===== src/rtl/tt_probe_pkg.sv =====
// Shared types and helpers for the truth-table probe and its checkers.
package tt_probe_pkg;

  typedef enum logic [1:0] {
    IDLE  = 2'd0,
    DRIVE = 2'd1,
    DONE  = 2'd2
  } tt_state_e;

  // Row k lands in bit 2**n_in-1-k, so row 0 is the table MSB.
  function automatic int tt_index(input int row, input int n_in);
    return (1 << n_in) - 1 - row;
  endfunction

endpackage


===== src/rtl/tt_settle_sampler.sv =====
// Holds one probe vector for SETTLE cycles and strobes the sample on the last one,
// flagging the row unstable if the output moved between the last two cycles.
module tt_settle_sampler #(
  parameter int SETTLE = 4
) (
  input  logic clk,
  input  logic reset,
  input  logic clr,
  input  logic en,
  input  logic probe_out,
  output logic sample,
  output logic unstable
);

  localparam int SW = (SETTLE > 1) ? $clog2(SETTLE) : 1;

  logic [SW-1:0] settle_q, settle_d;
  logic          prev_q, prev_d;
  logic          last;

  assign last     = (settle_q == SW'(SETTLE - 1));
  assign sample   = en & last;
  assign unstable = probe_out ^ prev_q;

  always_comb begin
    settle_d = settle_q;
    prev_d   = prev_q;
    if (clr) begin
      settle_d = '0;
    end else if (en) begin
      settle_d = last ? '0 : settle_q + 1'b1;
      if (settle_q == SW'(SETTLE - 2)) prev_d = probe_out;
    end
  end

  always_ff @(posedge clk) begin
    if (reset) begin
      settle_q <= '0;
      prev_q   <= 1'b0;
    end else begin
      settle_q <= settle_d;
      prev_q   <= prev_d;
    end
  end

endmodule


===== src/rtl/tt_probe.sv =====
// Truth-table characterizer: sweeps every input vector into a gate, samples its
// output after SETTLE cycles and compares the assembled table to a reference.
module tt_probe
  import tt_probe_pkg::*;
#(
  parameter int N_IN   = 3,
  parameter int SETTLE = 4
) (
  input  logic                   clk,
  input  logic                   reset,
  input  logic                   start,
  input  logic [(1<<N_IN)-1:0]   expected,
  output logic [N_IN-1:0]        probe_in,
  input  logic                   probe_out,
  output logic                   busy,
  output logic                   done,
  output logic [(1<<N_IN)-1:0]   table_out,
  output logic                   match,
  output logic [(1<<N_IN)-1:0]   mismatch,
  output logic [(1<<N_IN)-1:0]   unstable
);

  localparam int W = 1 << N_IN;

  tt_state_e         state_q, state_d;
  logic [N_IN-1:0]   row_q, row_d;
  logic [W-1:0]      exp_q, exp_d;
  logic [W-1:0]      table_q, table_d;
  logic [W-1:0]      unst_q, unst_d;
  logic [W-1:0]      mism_q, mism_d;
  logic              match_q, match_d;
  logic              accept, sample, row_unstable;
  logic [N_IN-1:0]   idx;

  assign accept = (state_q == IDLE) && start;
  assign idx    = N_IN'(tt_index(int'(row_q), N_IN));

  tt_settle_sampler #(.SETTLE(SETTLE)) u_sampler (
    .clk       (clk),
    .reset     (reset),
    .clr       (accept),
    .en        (state_q == DRIVE),
    .probe_out (probe_out),
    .sample    (sample),
    .unstable  (row_unstable)
  );

  always_comb begin
    state_d = state_q;
    row_d   = row_q;
    exp_d   = exp_q;
    table_d = table_q;
    unst_d  = unst_q;
    mism_d  = mism_q;
    match_d = match_q;
    case (state_q)
      IDLE: begin
        if (start) begin
          exp_d   = expected;
          table_d = '0;
          unst_d  = '0;
          mism_d  = '0;
          match_d = 1'b0;
          row_d   = '0;
          state_d = DRIVE;
        end
      end
      DRIVE: begin
        if (sample) begin
          table_d[idx] = probe_out;
          unst_d[idx]  = row_unstable;
          if (&row_q) begin
            // Compare against the table including this final sample so the
            // verdict is ready in the DONE cycle.
            match_d = (table_d == exp_q);
            mism_d  = table_d ^ exp_q;
            state_d = DONE;
          end else begin
            row_d = row_q + 1'b1;
          end
        end
      end
      DONE:    state_d = IDLE;
      default: state_d = IDLE;
    endcase
  end

  always_ff @(posedge clk) begin
    if (reset) begin
      state_q <= IDLE;
      row_q   <= '0;
      exp_q   <= '0;
      table_q <= '0;
      unst_q  <= '0;
      mism_q  <= '0;
      match_q <= 1'b0;
    end else begin
      state_q <= state_d;
      row_q   <= row_d;
      exp_q   <= exp_d;
      table_q <= table_d;
      unst_q  <= unst_d;
      mism_q  <= mism_d;
      match_q <= match_d;
    end
  end

  assign busy      = (state_q == DRIVE);
  assign done      = (state_q == DONE);
  assign probe_in  = busy ? row_q : '0;
  assign table_out = table_q;
  assign match     = match_q;
  assign mismatch  = mism_q;
  assign unstable  = unst_q;

endmodule


===== config.mk =====
export PLATFORM = sky130hd
export DESIGN_NAME = tt_probe
export DESIGN_NICKNAME = d
export VERILOG_FILES = /design/src/rtl/tt_probe_pkg.sv /design/src/rtl/tt_settle_sampler.sv /design/src/rtl/tt_probe.sv
export SDC_FILE = /design/constraint.sdc
export NUM_CORES = 1
export LEC_CHECK = 0
export CAP_MARGIN = 5
export CELL_PAD_IN_SITES_DETAIL_PLACEMENT = 2
export CELL_PAD_IN_SITES_GLOBAL_PLACEMENT = 2
export CORE_MARGIN = 2
export CORE_UTILIZATION = 30
export DETAILED_ROUTE_END_ITERATION = 6
export GPL_TIMING_DRIVEN = 1
export PLACE_DENSITY = 0.82
export SLEW_MARGIN = 20
export SYNTH_ARGS = -nofsm -noshare
export SYNTH_HDL_FRONTEND = slang
export SYNTH_SLANG_ARGS = --single-unit

===== constraint.sdc =====
create_clock -name clk -period 2 [get_ports clk]
set_input_delay 0.3 -clock clk [delete_from_list [all_inputs] [get_ports clk]]
set_output_delay 0.3 -clock clk [all_outputs]
set_load 0.005 [all_outputs]

Word-level counts from Yosys, hierarchy flattened
Index checks and enable logic that the tools add are counted.
{"block": "op_classes", "add_sub_neg": 3, "order_cmp": 2, "n_eq_ne": 9, "n_mux": 26, "bitwise": 4, "reduce_logical": 12}
{"op": "8-bit case mux with 2 select lines", "n": 3}
{"op": "8-bit two-way mux", "n": 5}
{"op": "8-bit bitwise mux", "n": 2}
{"op": "3-bit two-way mux", "n": 4}
{"op": "3-bit AND reduction", "n": 4}
{"op": "8-bit equality test", "n": 1}
{"op": "2-bit two-way mux", "n": 4}
{"op": "4-bit AND reduction", "n": 2}
{"op": "8-bit bitwise XOR", "n": 1}
{"op": "2-bit equality test (second input constant)", "n": 3}
{"op": "3-bit case mux with 2 select lines", "n": 1}
{"op": "3-bit by 4-bit less-than comparator with 1-bit output (second input constant)", "n": 1}
{"op": "1-bit two-way mux", "n": 4}
{"op": "2-bit by 1-bit inequality test with 1-bit output (second input constant)", "n": 2}
{"op": "2-bit inequality test (second input constant)", "n": 2}
{"op": "2-bit case mux with 2 select lines", "n": 1}
{"op": "3-bit by 1-bit adder with 3-bit output (second input constant)", "n": 1}
{"op": "1-bit demux with 3-bit select", "n": 1}
{"op": "3-bit by 1-bit >= comparator with 1-bit output (second input constant)", "n": 1}
{"op": "3-bit subtractor (first input constant)", "n": 1}
{"op": "2-bit by 1-bit adder with 2-bit output (second input constant)", "n": 1}
{"op": "2-bit by 1-bit equality test with 1-bit output (second input constant)", "n": 1}
{"op": "1-bit logical AND", "n": 2}
{"op": "2-bit logical NOT", "n": 1}
{"op": "7 further kinds", "n": 7}
{"block": "totals", "regBits": 41, "in_bits": 12, "out_inout_bits": 30}

Depth between registers and ports, before layout
Gate-level depths: netlist (run 1).
{"block": "logic_depth", "depth_word": 10, "mapped_depth": 7}

Modules after synthesis
From an unflattened synthesis (run 1), not the netlist that was laid out.
{"block": "hier_totals", "cells_unflattened": 228, "hier_area_um2": 1945.6}
{"mod": "tt_probe", "n_inst": 1, "cells_per_inst": 211, "area_each_um2": 1771.7, "seq_area_each_um2": 760.7}
{"mod": "tt_settle_sampler", "n_inst": 1, "cells_per_inst": 17, "area_each_um2": 173.9, "seq_area_each_um2": 60.1}

Least setup slack after synthesis (run 1)
OpenSTA, ideal clock, no wires.
{"block": "synth_path", "kind": "reg-to-reg", "from": "reg row_q[2]", "to": "reg match_q, in the netlist match", "setup_ps": 84, "arrival_time_ps": 1748, "slack_ps": 168, "path_stages_with_launch": 7, "path_buffers": 1, "path_cell_list": "dfxtp_1 > buf_6 > nor3b_1 > mux2i_1 > xnor2_1 > or4b_1 > o31ai_2"}
{"block": "synth_via", "elab_chain_cells": 10}
{"item": "from (decl)", "line_no": "tt_probe.sv:26", "text": "logic [N_IN-1:0] row_q, row_d;"}
{"item": "from (signal assigned)", "line_no": "tt_probe.sv:99", "text": "row_q <= row_d;"}
{"item": "3-bit subtractor", "line_no": "tt_probe_pkg.sv:12", "text": "return (1 << n_in) - 1 - row;"}
{"item": "3-bit by 4-bit less-than comparator with 1-bit output (not written as such) / 3-bit by 1-bit >= comparator with 1-bit output (equally long branches)", "line_no": "tt_probe.sv:70", "text": "table_d[idx] = probe_out;"}
{"item": "1-bit logical AND (not written as such)", "line_no": "tt_probe.sv:70"}
{"item": "1-bit two-way mux (not written as such)", "line_no": "tt_probe.sv:70"}
{"item": "1-bit demux with 3-bit select", "line_no": "tt_probe.sv:70"}
{"item": "8-bit bitwise mux", "line_no": "tt_probe.sv:70"}
{"item": "8-bit equality test", "line_no": "tt_probe.sv:75", "text": "match_d = (table_d == exp_q);"}
{"item": "1-bit two-way mux", "line_no": "tt_probe.sv:72", "text": "if (&row_q) begin"}
{"item": "1-bit two-way mux", "line_no": "tt_probe.sv:69", "text": "if (sample) begin"}
{"item": "1-bit case mux with 2 select lines", "line_no": "tt_probe.sv:56", "text": "case (state_q)"}
{"item": "to (signal assigned)", "line_no": "tt_probe.sv:104", "text": "match_q <= match_d;"}
{"item": "to (decl)", "line_no": "tt_probe.sv:31", "text": "logic match_q, match_d;"}
Several ways; a longest one is shown, not always the timed one. The select of a mux whose other input is x is not followed.
A chain may end at the register's enable or synchronous reset.

Final worst setup path (run 1)
{"block": "layout_path", "from": "reg row_q[1]", "to": "reg match_q, in the netlist match"}
Same word-level chain as after synthesis.

==> results of run 1 <==
worst max-delay path, stage by stage (launching register included):
cell	delay, ns
dfxtp_4	0.39
and3b_4	0.33
mux2i_4	0.25
xnor2_2	0.10
or4_4	0.57
o31ai_4	0.26
routing by layer:
metal | track usage [%] | wire length (um) | up-vias | part of all wire, %
li1 | - | - | 869 | -
met1 | 23.5 | 2900 | 901 | 41
met2 | 36.4 | 3700 | 47 | 53
met3 | 3.56 | 220 | 15 | 3.1
met4 | 5.57 | 175 | 0 | 2.5
met5 | 0 | 0 | - | 0
placed cells by master (no fill, tap or decap), types with 4 or more instances in the layout:
cell type	synthesis	layout
a22o_1	8	8
clkdlybuf4s50_1	0	41
o21ai_0	8	8
mux2i_1	16	13
nand2_1	11	11
clkbuf_8	0	6
a21oi_1	12	11
a31oi_1	4	4
buf_4	1	26
buf_6	2	5
a22oi_1	8	8
xnor2_1	9	7
dfxtp_1	41	37
ha_1	4	4
nor2_1	29	29
nor3_1	7	7
a211oi_1	4	4
layout make-up:
cell class	instances	area share, %
clock buffers	7	3.09
clock inverters	1	1.07
inverters	1	0.134
multi-input cells	151	38.9
flip-flops and latches	41	29.8
well taps	75	3.36
repair buffers	72	23.7
power groups by stage:
stage               sequential (mW)  combinational [mW]  clock (mW)
finish                        0.845               0.203       0.714
global route                  0.846               0.219       0.759
CTS                           0.848               0.183       0.722
detailed placement            0.866               0.177           0
global placement              0.864               0.167           0
floorplan                     0.861              0.0939           0
path summary, 6_finish.rpt:
| kind | from | to | slack, ns | cells after the start |
|---|---|---|---|---|
| setup / recovery | row_q[1]$_SDFFE_PP0P_ | match$_SDFFE_PP0P_ | 0.02 | 5 |
| hold / removal | mismatch[3]$_SDFFE_PP0P_ | mismatch[3]$_SDFFE_PP0P_ | 0.49 | 1 |
| setup reg to reg | row_q[1]$_SDFFE_PP0P_ | match$_SDFFE_PP0P_ | 0.02 | 5 |
| hold reg to reg | mismatch[3]$_SDFFE_PP0P_ | mismatch[3]$_SDFFE_PP0P_ | 0.49 | 1 |
registers in the layout (all words and copies together) (netlist names):
name / count
exp_q: 8
mismatch: 8
table_out: 8
unstable: 8
row_q: 3
state_q: 2
u_sampler.settle_q: 2
match: 1
u_sampler.prev_q: 1
per-stage QoR:
| stage | util (%) | hold WS [ns] | setup TNS, ns |
|---|---|---|---|
| 2_1_floorplan | - | 0.447 | 0 |
| 3_3_place_gp | 41.9 | 0.459 | 0 |
| 3_5_place_dp | 41.9 | 0.466 | -0.229 |
| 4_1_cts | 44.1 | 0.493 | -0.0118 |
| 5_1_grt | 46.4 | 0.530 | -0.0847 |
| 6_report | 46.4 | 0.493 | 0 |
cell families (layout without fill, tap and decap cells):
kind of cell	count (synthesis)	count (layout)	share of synthesized area [%]
and+or+nand+nor	74	74	20.4
adders and majority gates	4	4	2.64
muxes	16	16	8.43
AOI/OAI and AO/OA	48	48	17.0
xor gates and xnor gates	9	9	4.15
buffers and inverters	16	81	4.22
DFF	41	41	43.2
repair_timing:
item                                   4_1_cts  5_1_grt
endpoints found under the hold margin        0        0
setup endpoints to repair                    4        4
hold buffers                                 0        0
buffers inserted                             0        5
gates resized for setup                      7       23
pin swaps                                    1        2
==> impl_metrics.py, run 1 <==
metrics = {
    "cells_and_area": {
        "syn2layout_area_growth_pct": 47.2,
        "fin_cells": 348,
        "design_area_um2": 2800,
        "multi_input_area_um2": 1090,
        "fillerInstances": 658,
        "ff_latch_area_um2": 833,
        "nNetsFinal": 288,
        "antenna_cells": 0,
        "drive_gt1_share_pct": 22.0,
    },
    "detailed_routing": {
        "via_per_inst": 5.26,
        "wl_um": 6990,
        "ant_nets": 0,
        "vias": 1832,
        "wire_per_inst_um": 20.1,
        "drc": 0,
        "first_pass_iters": 4,
        "dr.first_iter.drc_count": 73,
    },
    "synthesis": {
        "synth_cells": 208,
        "yosysTopAreaCellShare_pct": 43.2,
        "syn-cell-area_um2": 1900,
        "synth_cell_types": 36,
        "yosys-top-cells-area": "dfxtp_1 43%, mux2i_1 8.4%, nor2_1 5.7%",
        "synth_warnings": 0,
        "yosysSeqAreaShare_pct": 43.2,
        "ys_top_cells_by_count": "41 x dfxtp_1, 29 x nor2_1, 16 x mux2i_1, 12 x a21oi_1",
        "synth_top_cell_by_area": "dfxtp_1",
        "syn_nets": 224,
        "synth_edf_count": 0,
        "synth_ff_type": "dfxtp_1",
        "syn_avg_cell_area_um2": 9.13,
        "ys_seq_elements": 41,
        "yosysMostFrequentCell": "dfxtp_1",
        "async_flop_share_pct": 0,
    },
    "sta": {
        "hold_viol": 0,
        "skew_ns": 0.00959,
        "layout_min_cycle_time_ns": 1.98,
        "fmax_mhz": 504,
        "setup_viol": 0,
        "min_period_over_period_pct": 99.2,
        "tightest_slew_ns": 0.434,
        "fin_ws_ns": 0.0162,
        "slew_headroom_pct": 71.0,
        "slew_violations": 0,
    },
    "job": {
        "maxCapViolations": 0,
    },
    "setup_path": {
        "startpoint_type": "register",
        "cp_max_fo": 9,
        "arrival_ns": 2.20,
        "cp-end-kind": "register",
        "path_class": "reg2reg",
        "worst_ep_required_time_ns": 2.21,
    },
    "place": {
        "dp.cells": 335,
        "port_buffers": 41,
        "post-dp-hpwl_um": 4690,
        "gp_congestion": 0.763,
        "place_ws_ns": -0.0564,
        "place_area_um2": 2520,
    },
    "floorplan": {
        "core_um2": 6030,
        "ioPinCount": 42,
        "die_w_um": 83.6,
        "num_rows": 28,
        "dieArea_um2": 6980,
        "die_height_um": 83.6,
        "initial_core_util_pct": 31.5,
    },
    "power_and_ir_drop": {
        "p_sw_mw": 0.428,
        "peakVddDrop_mv": 0.296,
        "comb_power_share_pct": 11.5,
        "swShare_pct": 24.3,
        "sequentialPowerShare_pct": 47.9,
        "power_leakage_nw": 1.07,
        "p_int_mw": 1.33,
        "power_mw": 1.76,
        "p_per_area_nw_per_um2": 630,
        "p_clk_share_pct": 40.5,
    },
    "clock_tree": {
        "cts_max_level": 2,
        "cts_made_buffers": 5,
        "path_clk_slew_ns": 0.08,
        "clkLatencyLatePin_ns": 0.30,
        "cts.sinks": 41,
        "cts-root-buf": "clkbuf_8",
        "cts_tree": "built",
        "cts_buffer_depth": 2,
    },
    "status": {
        "run_status": "finished, final reports clean",
    },
    "global_route": {
        "grt_usage_pct": 19.8,
        "grt_max_degree": 16,
        "grt_pass1_vias": 1988,
        "grt_pass1_wl_um": 11000,
        "overflow": 0,
        "antenna_found_initial": 0,
    },
    "hold_path": {
        "min_path_type": "reg2reg",
    },
}
No activity file was read; power rests on OpenSTA's default activity.
==> run 2: changes to the inputs <==
- CTS_CLUSTER_SIZE: unset -> 25
==> results of run 2 <==
Final layout, timing and power as in run 1 (identical DEF).
==> run 3: changes to the inputs <==
- clock period: 2 -> 2.12 ns (I/O delays scaled with it)
==> impl_metrics.py, run 3 (synthesis gave the netlist of run 1 again) <==
metrics = {
    "status": {
        "run_status": "finished, final reports clean",
    },
    "cells_and_area": {
        "ff_latch_area_um2": 826,
        "nNetsFinal": 274,
        "antenna_cells": 0,
        "final_common_cell": "clkdlybuf4s50_1",
        "syn2layout_area_growth_pct": 36.2,
        "drive_gt1_share_pct": 14.3,
        "design_area_um2": 2590,
        "layout_common_cells": "41 x clkdlybuf4s50_1, 37 x dfxtp_1, 29 x nor2_1",
        "multi_input_area_um2": 1010,
        "fillerInstances": 669,
    },
    "power_and_ir_drop": {
        "swShare_pct": 24.9,
        "p_int_mw": 1.21,
        "power_mw": 1.61,
        "sequentialPowerShare_pct": 49.6,
        "p_clk_share_pct": 40.6,
        "p_per_area_nw_per_um2": 624,
        "peakVddDrop_mv": 0.329,
        "power_leakage_nw": 0.965,
        "comb_power_share_pct": 9.8,
        "p_sw_mw": 0.402,
    },
    "global_route": {
        "overflow": 0,
        "grt_max_degree": 17,
        "grt_usage_pct": 18.3,
        "grt_pass1_wl_um": 10200,
        "antenna_found_initial": 0,
        "grt_pass1_vias": 1935,
    },
    "floorplan": {
        "ioPinCount": 42,
        "initial_core_util_pct": 31.5,
        "core_um2": 6030,
        "dieArea_um2": 6980,
        "die_height_um": 83.6,
        "num_rows": 28,
        "die_w_um": 83.6,
    },
    "clock_tree": {
        "post_cts_buffers": 0,
        "cts_buffer_depth": 2,
        "clkLatencyLatePin_ns": 0.30,
        "cts.sinks": 41,
        "cts_made_buffers": 5,
        "cts-root-buf": "clkbuf_8",
        "cts_max_level": 2,
        "cts_tree": "built",
        "path_clk_slew_ns": 0.09,
    },
    "sta": {
        "setup_viol": 0,
        "min_period_over_period_pct": 95.7,
        "layout_min_cycle_time_ns": 2.03,
        "slew_headroom_pct": 50.4,
        "rsz0062_at_grt": "no",
        "fin_ws_ns": 0.0908,
        "slew_violations": 0,
        "fmax_mhz": 493,
        "hold_viol": 0,
        "skew_ns": 0.0144,
        "finalSetupTns_ns": 0,
        "tightest_slew_ns": 0.744,
    },
    "detailed_routing": {
        "dr.first_iter.drc_count": 58,
        "wl_um": 6410,
        "ant_nets": 0,
        "first_pass_iters": 4,
        "vias": 1765,
        "drc": 0,
        "wire_per_inst_um": 19.2,
        "via_per_inst": 5.28,
    },
    "job": {
        "maxCapViolations": 0,
    },
    "setup_path": {
        "cp_max_fo": 11,
        "crit_path_max_incr_delay_ns": 0.49,
        "worst_ep_required_time_ns": 1.80,
        "arrival_ns": 1.71,
        "startpoint_type": "register",
        "path_cells": "nor2b_1, buf_4, and2_1, clkdlybuf4s50_1",
        "path_class": "reg2out",
        "cp_num_buf_inv": 2,
        "cp_slowest_cell": "clkdlybuf4s50_1",
        "crit_family": "buffers and inverters",
        "cp-end-kind": "primary output",
    },
    "hold_path": {
        "min_path_type": "reg2reg",
    },
    "place": {
        "post-dp-hpwl_um": 4390,
        "gp_congestion": 0.748,
        "place_area_um2": 2450,
        "place_ws_ns": 0.0355,
        "port_buffers": 41,
    },
}
run 3: layout make-up:
class                   count  share of cell area [%]
inverters                   1                   0.145
flip-flops and latches     41                    31.9
multi-input cells         151                    39.2
clock inverters             2                    1.50
repair buffers             58                    20.8
clock buffers               6                    2.81
well taps                  75                    3.63
run 3: worst register-to-register path, delay by kind of cell, from the launching register on:
family | cells | cell delay, ns
AND/OR/NAND/NOR | 2 | 0.73
flip-flops | 1 | 0.45
multiplexers | 1 | 0.25
AO/OA/AOI/OAI | 1 | 0.18
buffers and inverters | 1 | 0.16
XOR/XNOR | 1 | 0.13
run 3: path summary, 6_finish.rpt:
kind                                               start                        to  slack [ns]  cells past startpoint
worst max-delay path             state_q[0]$_SDFFE_PP0P_               probe_in[1]        0.09                      4
worst min register to register  mismatch[4]$_SDFFE_PP0P_  mismatch[4]$_SDFFE_PP0P_        0.49                      1
worst max register to register     row_q[2]$_SDFFE_PP0P_        match$_SDFFE_PP0P_        0.15                      6
worst min-delay path            mismatch[4]$_SDFFE_PP0P_  mismatch[4]$_SDFFE_PP0P_        0.49                      1
run 3: metrics by stage:
step	utilization (%)	std cells	hold WS, ns
2_1_floorplan	-	208	0.449
3_3_place_gp	40.7	326	0.463
3_5_place_dp	40.7	326	0.467
4_1_cts	42.6	334	0.493
5_1_grt	42.9	334	0.507
6_report	42.9	334	0.491
run 3: per-layer routing:
layer  up-vias  share of wire (%)  wire length (um)  GRT usage (%)
met2        31                 52              3300           32.9
met4         0               0.67                43           4.84
met1       893                 45              2900           22.5
met3         5                2.5               157           2.97
li1        836                  -                 -              -
met5         -                  0                 0              0
run 3: power by group through the flow:
stage,clock [mW],sequential (mW),combinational (mW)
after floorplan,0,0.812,0.0886
after global placement,0,0.816,0.148
after detailed placement,0,0.817,0.157
after CTS,0.671,0.800,0.161
after global routing,0.697,0.801,0.173
final,0.655,0.799,0.158
run 3: timing repair:
action	CTS	global route
endpoints found under the setup margin	2	10
resized for setup	1	6
cloned	0	0
hold buffers	0	0
